[src/rtl/car_power_ctrl.sv]
// car_power_ctrl: power/drive-mode sequencer with held-button power control and detector latch-off.
// Define AUTO_MODE_EN to make mode_req=11 (auto) a legal request.
module car_power_ctrl #(
  parameter int HOLD_CYCLES = 100,
  parameter int ARM_DELAY   = 16
) (
  input  logic       clk,
  input  logic       rst_n,
  input  logic       power_btn,
  input  logic [1:0] mode_req,
  input  logic       mode_valid,
  input  logic       moving,
  input  logic       no_barrier_off,
  output logic       power_on,
  output logic       detect_start,
  output logic [1:0] mode,
  output logic       mode_ack,
  output logic       mode_err,
  output logic [2:0] state
);
  typedef enum logic [2:0] {
    OFF       = 3'd0,
    PWR_UP    = 3'd1,
    ARMING    = 3'd2,
    ON        = 3'd3,
    PWR_DOWN  = 3'd4,
    LATCH_OFF = 3'd5
  } state_t;
  localparam logic [15:0] HOLD_LAST = 16'(HOLD_CYCLES - 1);
  localparam logic [15:0] ARM_LAST  = 16'(ARM_DELAY - 1);
  state_t      state_q, state_d;
  logic [15:0] cnt_q, cnt_d;
  logic [1:0]  mode_q, mode_d;
  logic        power_on_q, power_on_d;
  logic        detect_start_q, detect_start_d;
  logic        mode_ack_q, mode_ack_d;
  logic        mode_err_q, mode_err_d;
  logic        legal, mode_eval, accept;
`ifdef AUTO_MODE_EN
  assign legal = mode_req != 2'b00;
`else
  assign legal = mode_req != 2'b00 && mode_req != 2'b11;
`endif
  always_comb begin
    state_d = state_q;
    cnt_d   = cnt_q;
    case (state_q)
      OFF:       if (power_btn) begin state_d = PWR_UP; cnt_d = 16'd1; end
      PWR_UP:
        if (!power_btn) state_d = OFF;
        else if (cnt_q == HOLD_LAST) begin state_d = ARMING; cnt_d = '0; end
        else cnt_d = cnt_q + 16'd1;
      // Counter parks at the last arming cycle so a held button only delays the exit.
      ARMING:
        if (cnt_q == ARM_LAST && !power_btn) state_d = ON;
        else if (cnt_q != ARM_LAST) cnt_d = cnt_q + 16'd1;
      ON:
        if (no_barrier_off) state_d = LATCH_OFF;
        else if (power_btn) begin state_d = PWR_DOWN; cnt_d = 16'd1; end
      PWR_DOWN:
        if (no_barrier_off || (power_btn && cnt_q == HOLD_LAST)) state_d = LATCH_OFF;
        else if (!power_btn) state_d = ON;
        else cnt_d = cnt_q + 16'd1;
      LATCH_OFF: if (!power_btn) state_d = OFF;
      default:   begin state_d = OFF; cnt_d = '0; end
    endcase
  end
  // Requests are dropped when the car is latching off in the same cycle.
  always_comb begin
    mode_eval      = (state_q == ON || state_q == PWR_DOWN) && mode_valid && state_d != LATCH_OFF;
    accept         = mode_eval && legal && !moving;
    mode_ack_d     = accept;
    mode_err_d     = mode_eval && !accept;
    mode_d         = (state_d == OFF || state_d == LATCH_OFF) ? 2'b00 : accept ? mode_req : mode_q;
    power_on_d     = state_d == ARMING || state_d == ON || state_d == PWR_DOWN;
    detect_start_d = state_d == ON || state_d == PWR_DOWN;
  end
  always_ff @(posedge clk or negedge rst_n) begin
    if (!rst_n) begin
      state_q        <= OFF;
      cnt_q          <= '0;
      mode_q         <= 2'b00;
      power_on_q     <= 1'b0;
      detect_start_q <= 1'b0;
      mode_ack_q     <= 1'b0;
      mode_err_q     <= 1'b0;
    end else begin
      state_q        <= state_d;
      cnt_q          <= cnt_d;
      mode_q         <= mode_d;
      power_on_q     <= power_on_d;
      detect_start_q <= detect_start_d;
      mode_ack_q     <= mode_ack_d;
      mode_err_q     <= mode_err_d;
    end
  end
  assign power_on     = power_on_q;
  assign detect_start = detect_start_q;
  assign mode         = mode_q;
  assign mode_ack     = mode_ack_q;
  assign mode_err     = mode_err_q;
  assign state        = state_q;
endmodule

[config.mk]
export PLATFORM = sky130hd
export DESIGN_NAME = car_power_ctrl
export DESIGN_NICKNAME = d
export VERILOG_FILES = /design/src/rtl/car_power_ctrl.sv
export SDC_FILE = /design/constraint.sdc
export NUM_CORES = 1
export LEC_CHECK = 0
export BUFFER_PORTS_ARGS = -buffer_cell sky130_fd_sc_hd__buf_2
export CORE_ASPECT_RATIO = 1.1
export CORE_MARGIN = 5
export CORE_UTILIZATION = 32
export CTS_BUF_LIST = sky130_fd_sc_hd__clkbuf_8
export DETAILED_ROUTE_END_ITERATION = 8
export HOLD_SLACK_MARGIN = 0.08
export PLACE_DENSITY = 0.53
export SLEW_MARGIN = 20
export SYNTH_ARGS = -nofsm -noshare
export SYNTH_HDL_FRONTEND = slang
export SYNTH_SLANG_ARGS = --single-unit
[constraint.sdc]
create_clock -name clk -period 5.85 [get_ports clk]
set_input_delay 0.2925 -clock clk [delete_from_list [all_inputs] [get_ports clk]]
set_output_delay 0.2925 -clock clk [all_outputs]
set_load 0.02 [all_outputs]
==> impl_metrics.json, run 1 <==
{
  "relSlewSlack": 0.598,
  "yosys_warnings": 0,
  "worstPathArrival_ns": 2.59,
  "drv_cap": 0,
  "grt_pass1_wl_microns": 6270,
  "reg2reg_to": "cnt_q[5]",
  "fin_ws_ns": 3.41,
  "cts_tree": "built",
  "final_core_util": 0.365,
  "tns_ns": 0,
  "drt_iter0_drc": 31,
  "hold_buffers": 1,
  "cp-start-kind": "flip-flop",
  "drv_slew": 0,
  "drt-total-wl_microns": 3680,
  "postCtsSetupBuffers": 0,
  "avgSynthCellArea_sq_um": 9.38,
  "ys_ff_latch": 25,
  "min_path_type": "in2reg",
  "grt_max_degree": 26,
  "cts.clk_slew.worst_paths_ns": 0.10,
  "core_sq_um": 5030,
  "rsz0062_at_grt": "no",
  "row_count": 27,
  "synth_edf_count": 0,
  "final_common_cell": "dfrtp_1",
  "critical_path.cell_chain": "ha_1, nor4bb_1, nand4_2, a31oi_4, or2_4, o41ai_2",
  "hold_viol": 0,
  "die_w_microns": 78.9,
  "globalRoute.totalOverflow": 0,
  "netlist_top_cells_area": "dfrtp_1, o31ai_2, nor2_1",
  "antenna_cells": 0,
  "drt-pass1-iter-count": 4,
  "r2r_slack_ns": 3.41,
  "grt_pass1_vias": 1315,
  "r2r_cells": 6,
  "wire_per_inst_microns": 14.6,
  "crit_start": "cnt_q[0]",
  "synth-main-ff-cell": "dfrtp_1",
  "cts_resized": 0,
  "vias": 1379,
  "numCtsBuffers": 3,
  "critPathKind": "reg2reg",
  "cp-end-kind": "flip-flop",
  "initial_utilization": 0.332,
  "die_area_sq_um": 6760,
  "cts_buffer_depth": 2,
  "htreeDepth": 1,
  "ctsRootBufferMaster": "clkbuf_8",
  "viasPerCell": 5.49,
  "drive_above_1_share": 0.218,
  "post-dp-hpwl_microns": 2620,
  "synth_area_leader_cell": "dfrtp_1",
  "synth_area_sq_um": 1670,
  "ir_worst_vdd_uv": 118,
  "crit_fanout": 16,
  "final_net_count": 204,
  "io_pins": 17,
  "area_growth_pct": 10.2,
  "critical_path_required_ns": 6.01,
  "max_stage_delay_ns": 0.51,
  "p_leak_uw": 0.000839,
  "final_cell_mix": "dfrtp_1, nor2_1, buf_2, nand2_1, inv_1",
  "status": "finished, final reports clean",
  "cts_sinks": 25,
  "synthDistinctLibCells": 50,
  "synth_seq_area_share": 0.375,
  "r2r-start": "cnt_q[0]",
  "crit_end": "cnt_q[5]",
  "antenna_found_initial": 0,
  "synth_top_area_frac": 0.375,
  "die_height_microns": 85.7,
  "powerDensity_nw_per_um2": 268,
  "place_inst": 246,
  "ys_async_sr_fraction": 1.00,
  "ant_nets": 0,
  "finalSetupViolCount": 0,
  "synth_fp_nets": 188,
  "dp_slack_ns": 3.42,
  "io_buffers": 16,
  "fmax_mhz": 410,
  "gp_congestion": 0.819,
  "finalCritPeriodShare": 0.417,
  "instances_no_fill": 251,
  "synthCells": 178,
  "period_minus_slack_ns": 2.44,
  "clock_latency_ns": 0.27,
  "drcViolationCount": 0,
  "grt_util_all_layers": 0.114,
  "cp_slowest_cell": "a31oi_4",
  "fin_worst_skew_ns": 0.00631,
  "worst_pin_slew_ns": 0.603
}
## worst max-delay path: cells and delay by family (launching register included)
family,cells,cell delay [ns]
AO/OA/AOI/OAI,2,0.62
AND/OR/NAND/NOR,3,0.97
adder cells (fa/ha/maj),1,0.24
flip-flops,1,0.49
## stage by stage
| stage | hold slack [ns] | total power (uW) | instance area, sq um |
|---|---|---|---|
| floorplan | -0.00309 | 350 | 1670 |
| global placement | 0.328 | 386 | 1780 |
| detailed placement | 0.333 | 387 | 1780 |
| CTS | 0.236 | 499 | 1840 |
| global route | 0.229 | 531 | 1840 |
| finish | 0.242 | 493 | 1840 |
## Yosys cell counts (2+ instances only)
master	instances
o21ai_0	8
mux2i_1	2
o21ai_2	3
a21oi_1	7
a31oi_1	3
nand3_1	8
o21ai_1	8
nand2b_1	5
nand4_2	2
o31ai_2	7
o31ai_1	4
and2b_1	2
buf_6	2
nand2_1	11
dfrtp_1	25
nor2_1	16
nor3b_1	2
nand4_1	3
nor2b_1	5
buf_2	4
nor3_1	7
nor4_4	2
ha_1	2
and3_1	4
nor4bb_1	2
and2_1	2
inv_1	9
## layer usage
layer	share of wire	GRT usage	wire, microns	vias up
met2	0.45	0.193	1660	16
li1	-	-	-	687
met3	0.031	0.0200	113	2
met4	0.0063	0.0234	23	0
met1	0.51	0.152	1880	674
met5	0	0	0	-
## worst min path at each step
stage | from | end | slack (ns) | depth (start not counted)
after floorplan | rst_n | cnt_q[0] | -0.003 | 0
after global placement | rst_n | mode_err | 0.33 | 1
after detailed placement | rst_n | mode_err | 0.33 | 1
after CTS | mode_valid | mode_err | 0.24 | 3
after global routing | mode_valid | mode_err | 0.23 | 3
final | mode_valid | mode_err | 0.24 | 3
## flip-flops by register name (all words and copies together), names as in the netlist
register,cells
cnt_q,16
state,3
mode,2
detect_start,1
mode_ack,1
mode_err,1
power_on,1
## cell type report
type | instances | area, sq um
clock inverters | 1 | 8.76
well taps | 58 | 72.6
fillers | 519 | 3190
clock buffers | 3 | 41.3
flip-flops and latches | 25 | 626
multi-input cells | 138 | 967
inverters | 9 | 33.8
repair buffers | 17 | 90.1
## logic make-up (layout without fill, tap and decap cells)
group	count (synthesis)	after routing	share of synthesized area
buffers and inverters	15	30	0.0457
xor gates and xnor gates	1	1	0.00525
and+or+nand+nor	79	79	0.291
adders and majority gates	2	2	0.0150
AOI/OAI and AO/OA	54	54	0.256
muxes	2	2	0.0120
DFF	25	25	0.375
## power breakdown
part | switching (uW) | internal [uW] | total, uW
clock | 62.3 | 50.0 | 112
sequential | 29.4 | 189 | 219
combinational | 101 | 61.1 | 162
total | 193 | 300 | 493
Note: power is estimated with default switching activity, not from simulation.
==> inputs of run 2 (changes only) <==
- ABC_AREA: default -> 1
- PLACE_DENSITY: 0.53 -> 0.54
- clock period: 5.85 -> 2 ns (I/O delays scaled with it)
==> run 2 against run 1 <==
Against the previous run:
- register-to-register slack lost 3.1 ns
- combinational power grew to 4.6 times the previous value
- final cell count increased by 25%
- clock power grew to 2.7 times the previous value
- design area up 3.1%
- via count increased by 12%
- critical path type unchanged
- critical endpoint is now cnt_q[11]
- sequential share of layout area is 1.0 points lower
- worst hold slack got worse by 0.052 ns
==> impl_metrics.json, run 2 <==
{
  "io_buffers": 16,
  "critPathKind": "reg2reg",
  "area_growth_pct": 15.4,
  "cp-start-kind": "flip-flop",
  "cts_sinks": 25,
  "synth_seq_area_share": 0.381,
  "finalSetupViolCount": 0,
  "status": "finished, final reports clean",
  "ys_async_sr_fraction": 1.00,
  "rsz0062_at_grt": "no",
  "drt-pass1-iter-count": 4,
  "drt-total-wl_microns": 4040,
  "drive_above_1_share": 0.184,
  "final_net_count": 267,
  "avgSynthCellArea_sq_um": 7.15,
  "power.switching_uw": 731,
  "multi_input_area_sq_um": 870,
  "synth_top_area_frac": 0.381,
  "muxShareOfSynthArea": 0,
  "ant_nets": 0,
  "fill_cells": 557,
  "synth_most_common_cell": "nand2_1",
  "fin_worst_skew_ns": 0.00246,
  "antenna_found_initial": 0,
  "cts_buffer_depth": 2,
  "wl_met3_microns": 120,
  "row_count": 27,
  "internal-power_uw": 955,
  "power_frac_seq": 0.377,
  "final_cell_area_sq_um": 1900,
  "comb_power_share": 0.442,
  "crit_end": "cnt_q[11]",
  "initial_utilization": 0.329,
  "p_leak_uw": 0.000927,
  "fin_ws_ns": 0.276,
  "crit_start": "cnt_q[0]",
  "critical_path_required_ns": 2.20,
  "netlist_top_cells_area": "dfrtp_1, nand2_1, inv_1",
  "worstPathArrival_ns": 1.93,
  "die_area_sq_um": 6670,
  "top_layer": "met4",
  "die_w_microns": 78.3,
  "cts_tree": "built",
  "tns_ns": 0,
  "top_register": "cnt_q",
  "relSlewSlack": 0.598,
  "period_minus_slack_ns": 1.72,
  "r2r_slack_ns": 0.28,
  "hold_viol": 0,
  "post-dp-hpwl_microns": 3030,
  "synth_top_family_by_area": "simple AND/OR/NAND/NOR gates",
  "grt_util_all_layers": 0.133,
  "final_cell_mix": "nand2_1, inv_1, nor2_1, dfrtp_1, buf_2",
  "vias": 1539,
  "gp_congestion": 0.880,
  "r2r-start": "cnt_q[0]",
  "core_sq_um": 5000,
  "crit_fanout": 13,
  "synth_area_sq_um": 1640,
  "numCtsBuffers": 3,
  "grt_max_degree": 26,
  "final_common_cell": "nand2_1",
  "drv_slew": 0,
  "switching_share": 0.433,
  "synth-main-ff-cell": "dfrtp_1",
  "globalRoute.totalOverflow": 0,
  "largest_reg_flops": 16,
  "clockPowerShare": 0.182,
  "drt_iter0_drc": 101,
  "synthDistinctLibCells": 30,
  "r2r_cells": 9,
  "antenna_cells": 0,
  "reg2reg_to": "cnt_q[11]",
  "viasPerCell": 4.90,
  "clock_latency_ns": 0.27,
  "fin_total_pwr_uw": 1690,
  "htreeDepth": 1,
  "synthSimpleGateAreaFrac": 0.342,
  "worst_pin_slew_ns": 0.604,
  "cp-end-kind": "flip-flop",
  "synthCells": 230,
  "synthAdderAreaFrac": 0.0152,
  "fmax_mhz": 580,
  "powerDensity_nw_per_um2": 889,
  "die_height_microns": 85.2,
  "final_core_util": 0.379,
  "seq_area_sq_um": 626,
  "ctsRootBufferMaster": "clkbuf_8",
  "grt_pass1_vias": 1560,
  "drv_cap": 0,
  "synth_edf_count": 0,
  "synth_fp_nets": 240,
  "dpl_cell_area_sq_um": 1810,
  "netlist_top_cells_count": "nand2_1, inv_1, nor2_1, dfrtp_1",
  "wire_per_inst_microns": 12.9,
  "min_path_type": "in2reg",
  "synth_xor_area_frac": 0.0373,
  "synth_compound_area_frac": 0.131,
  "wl_met2_microns": 1910,
  "io_pins": 17,
  "yosys_warnings": 0,
  "cts.clk_slew.worst_paths_ns": 0.09,
  "drt-met1-wl_microns": 1920,
  "grt_pass1_wl_microns": 7170,
  "drcViolationCount": 0,
  "synth_area_leader_cell": "dfrtp_1",
  "ys_ff_latch": 25,
  "finalCritPeriodShare": 0.862,
  "ir_worst_vdd_uv": 588,
  "dp_slack_ns": 0.187
}
run 2: cell types whose count changed after synthesis, sizes merged, moves of 8 or more:
cell / previous run / this run
nand2: 11 / 62
inv: 9 / 29
nor2: 16 / 32
o31ai: 11 / 0
nand3: 9 / 17
run 2: through the flow:
stage,hold slack [ns],cells
after floorplan,-0.196,230
after global placement,0.150,306
after detailed placement,0.146,306
after CTS,0.182,313
after global routing,0.193,314
final,0.191,314
run 2: cell families after synthesis:
logic type | after synthesis
xor+xnor | 7
compound gates | 38
flops | 25
fa+ha+maj | 2
buf+inv | 35
simple gates | 123
run 2: final cells by class:
type / count / share of cell area
repair buffers: 27 / 0.0897
clock inverters: 1 / 0.00198
multi-input cells: 170 / 0.458
clock buffers: 3 / 0.0218
flip-flops and latches: 25 / 0.330
well taps: 58 / 0.0383
inverters: 30 / 0.0600
run 2: how the worst min path moves through the flow:
stage               start        end  cells past startpoint
3_5_place_dp        rst_n  cnt_q[14]                      1
6_report       mode_valid   mode_err                      4
3_3_place_gp        rst_n  cnt_q[13]                      1
5_1_grt        mode_valid   mode_err                      4
4_1_cts        mode_valid   mode_err                      4
2_1_floorplan       rst_n   cnt_q[0]                      0
run 2: power groups by stage:
stage	logic, uW	registers (uW)	clock network (uW)
after floorplan	460	681	0
after global placement	732	650	0
final	744	635	306
after CTS	731	641	327
after detailed placement	722	649	0
after global routing	852	646	344
run 2: per-layer routing:
layer  global-route usage  up-vias
met1                0.168      706
li1                     -      797
met3               0.0234        9
met2                0.220       27
met4               0.0572        0
met5                    0        -
run 2: repair_timing:
action                                  CTS  global route
hold buffers                              3             0
endpoints found under the setup margin    0             5
buffers inserted                          0             1
resized for setup                         0             2
endpoints found under the hold margin    27             0
run 2: critical path: stages, from the launching register on:
cell       delay (ns)
dfrtp_1          0.41
ha_2             0.22
nand3_1          0.17
nor2_2           0.06
nand3_1          0.08
o2111ai_1        0.11
nor2_2           0.16
buf_4            0.21
nand4_1          0.09
a21oi_1          0.14
==> inputs of run 3 (changes only) <==
- CTS_BUF_LIST: sky130_fd_sc_hd__clkbuf_8 -> sky130_fd_sc_hd__clkbuf_2
==> run 3 against run 2 <==
Against the previous run:
- fmax shrank 0.66%
- design area shrank 0.20%
- die area is the same
- worst hold slack lost 0.11 ns
==> impl_metrics.json, run 3 (synthesized netlist as in run 2, its figures left out) <==
{
  "ir_worst_vdd_uv": 487,
  "path_buf_inv": 1,
  "critical_path.cell_chain": "ha_2, nand3_1, nor2_2, nand3_1, o2111ai_1, nor2_2, buf_4, nand4_1, a21oi_1",
  "ant_nets": 0,
  "clock_latency_ns": 0.36,
  "post-dp-hpwl_microns": 3030,
  "cts.clk_slew.worst_paths_ns": 0.25,
  "power.switching_uw": 723,
  "hold_viol": 0,
  "fill_cells": 552,
  "final_core_util": 0.379,
  "cp_slowest_cell": "dfrtp_1",
  "vias": 1553,
  "io_buffers": 16,
  "finalSetupViolCount": 0,
  "status": "finished, final reports clean",
  "worstPathArrival_ns": 2.05,
  "grt_pass1_vias": 1558,
  "switching_share": 0.453,
  "fin_worst_skew_ns": 0.00711,
  "p_leak_uw": 0.000924,
  "rsz0062_at_grt": "no",
  "drt_iter0_drc": 113,
  "cts_sinks": 25,
  "cts_tree": "built",
  "core_sq_um": 5000,
  "die_area_sq_um": 6670,
  "comb_power_share": 0.467,
  "globalRoute.totalOverflow": 0,
  "clockPowerShare": 0.135,
  "gp_congestion": 0.880,
  "viasPerCell": 4.91,
  "fmax_mhz": 576,
  "worst_pin_slew_ns": 0.602,
  "final_common_cell": "nand2_1",
  "die_height_microns": 85.2,
  "antenna_cells": 0,
  "die_w_microns": 78.3,
  "period_minus_slack_ns": 1.74,
  "powerDensity_nw_per_um2": 843,
  "tns_ns": 0,
  "area_growth_pct": 15.1,
  "cts_buffer_depth": 2,
  "antenna_found_initial": 0,
  "relSlewSlack": 0.599,
  "final_net_count": 269,
  "fin_total_pwr_uw": 1600,
  "max_stage_delay_ns": 0.46,
  "cp-start-kind": "flip-flop",
  "cp-end-kind": "flip-flop",
  "top_register": "cnt_q",
  "power_frac_seq": 0.398,
  "final_cell_mix": "nand2_1, inv_1, nor2_1, dfrtp_1, buf_2",
  "drv_slew": 0,
  "instances_no_fill": 316,
  "drt-total-wl_microns": 4010,
  "grt_util_all_layers": 0.132,
  "numCtsBuffers": 3,
  "cp_top_family": "simple AND/OR/NAND/NOR gates",
  "drcViolationCount": 0,
  "multi_input_area_sq_um": 870,
  "grt_pass1_wl_microns": 7160,
  "critical_path_required_ns": 2.31,
  "initial_utilization": 0.329,
  "crit_fanout": 13,
  "seq_area_sq_um": 627,
  "io_pins": 17,
  "htreeDepth": 1,
  "grt_max_degree": 26,
  "place_inst": 306,
  "ctsRootBufferMaster": "clkbuf_2",
  "drv_cap": 0,
  "largest_reg_flops": 16,
  "critPathKind": "reg2reg",
  "min_path_type": "in2reg",
  "row_count": 27,
  "finalCritPeriodShare": 0.868,
  "drive_above_1_share": 0.190,
  "wire_per_inst_microns": 12.7,
  "internal-power_uw": 873,
  "drt-pass1-iter-count": 4
}
[run 3: what timing repair did]
action / in CTS / in global routing
hold buffers: 5 / 0
gates resized for setup: 0 / 3
endpoints found under the setup margin: 0 / 7
setup buffers: 0 / 1
endpoints found under the hold margin: 29 / 0
[run 3: worst paths after layout]
check | start | endpoint | slack (ns) | cells past startpoint
hold / removal | moving | mode_err | 0.08 | 5
hold reg to reg | mode[1] | mode[1] | 0.55 | 2
setup reg to reg | cnt_q[0] | cnt_q[11] | 0.26 | 9
max in group asynchronous | rst_n | cnt_q[11] | 1.35 | 2
min in group asynchronous | rst_n | cnt_q[7] | 0.23 | 2
setup / recovery | cnt_q[0] | cnt_q[11] | 0.26 | 9
[run 3: tightest hold or removal path, stage by stage]
cell and delay [ns]:
buf_2 0.07, a21oi_1 0.03, o21ai_0 0.07, inv_1 0.06, nor2_1 0.10
[run 3: per-stage QoR]
stage	area (sq um)	setup WS (ns)	hold slack, ns
2_1_floorplan	1640	0.388	-0.196
3_5_place_dp	1810	0.187	0.146
5_1_grt	1890	0.0117	0.0983
4_1_cts	1880	0.134	0.0824
3_3_place_gp	1810	0.203	0.150
6_report	1890	0.264	0.0846
[run 3: power groups by stage]
| stage | sequential [uW] | combinational [uW] | clock (uW) |
|---|---|---|---|
| CTS | 641 | 734 | 231 |
| finish | 635 | 745 | 215 |
| detailed placement | 649 | 722 | 0 |
| floorplan | 681 | 460 | 0 |
| global placement | 650 | 732 | 0 |
| global route | 647 | 855 | 253 |
[run 3: final cells by class]
cell class / instances / area share
Clock buffer: 4 / 0.0106
Sequential cell: 25 / 0.331
Multi-Input combinational cell: 170 / 0.459
Inverter: 30 / 0.0601
Tap cell: 58 / 0.0383
Timing Repair Buffer: 29 / 0.100
[run 3: per-layer routing]
layer	wire length (microns)	global-route usage	part of all wire
met1	1900	0.171	0.47
met2	1920	0.220	0.48
met3	114	0.0223	0.028
met4	82	0.0477	0.020
met5	0	0	0
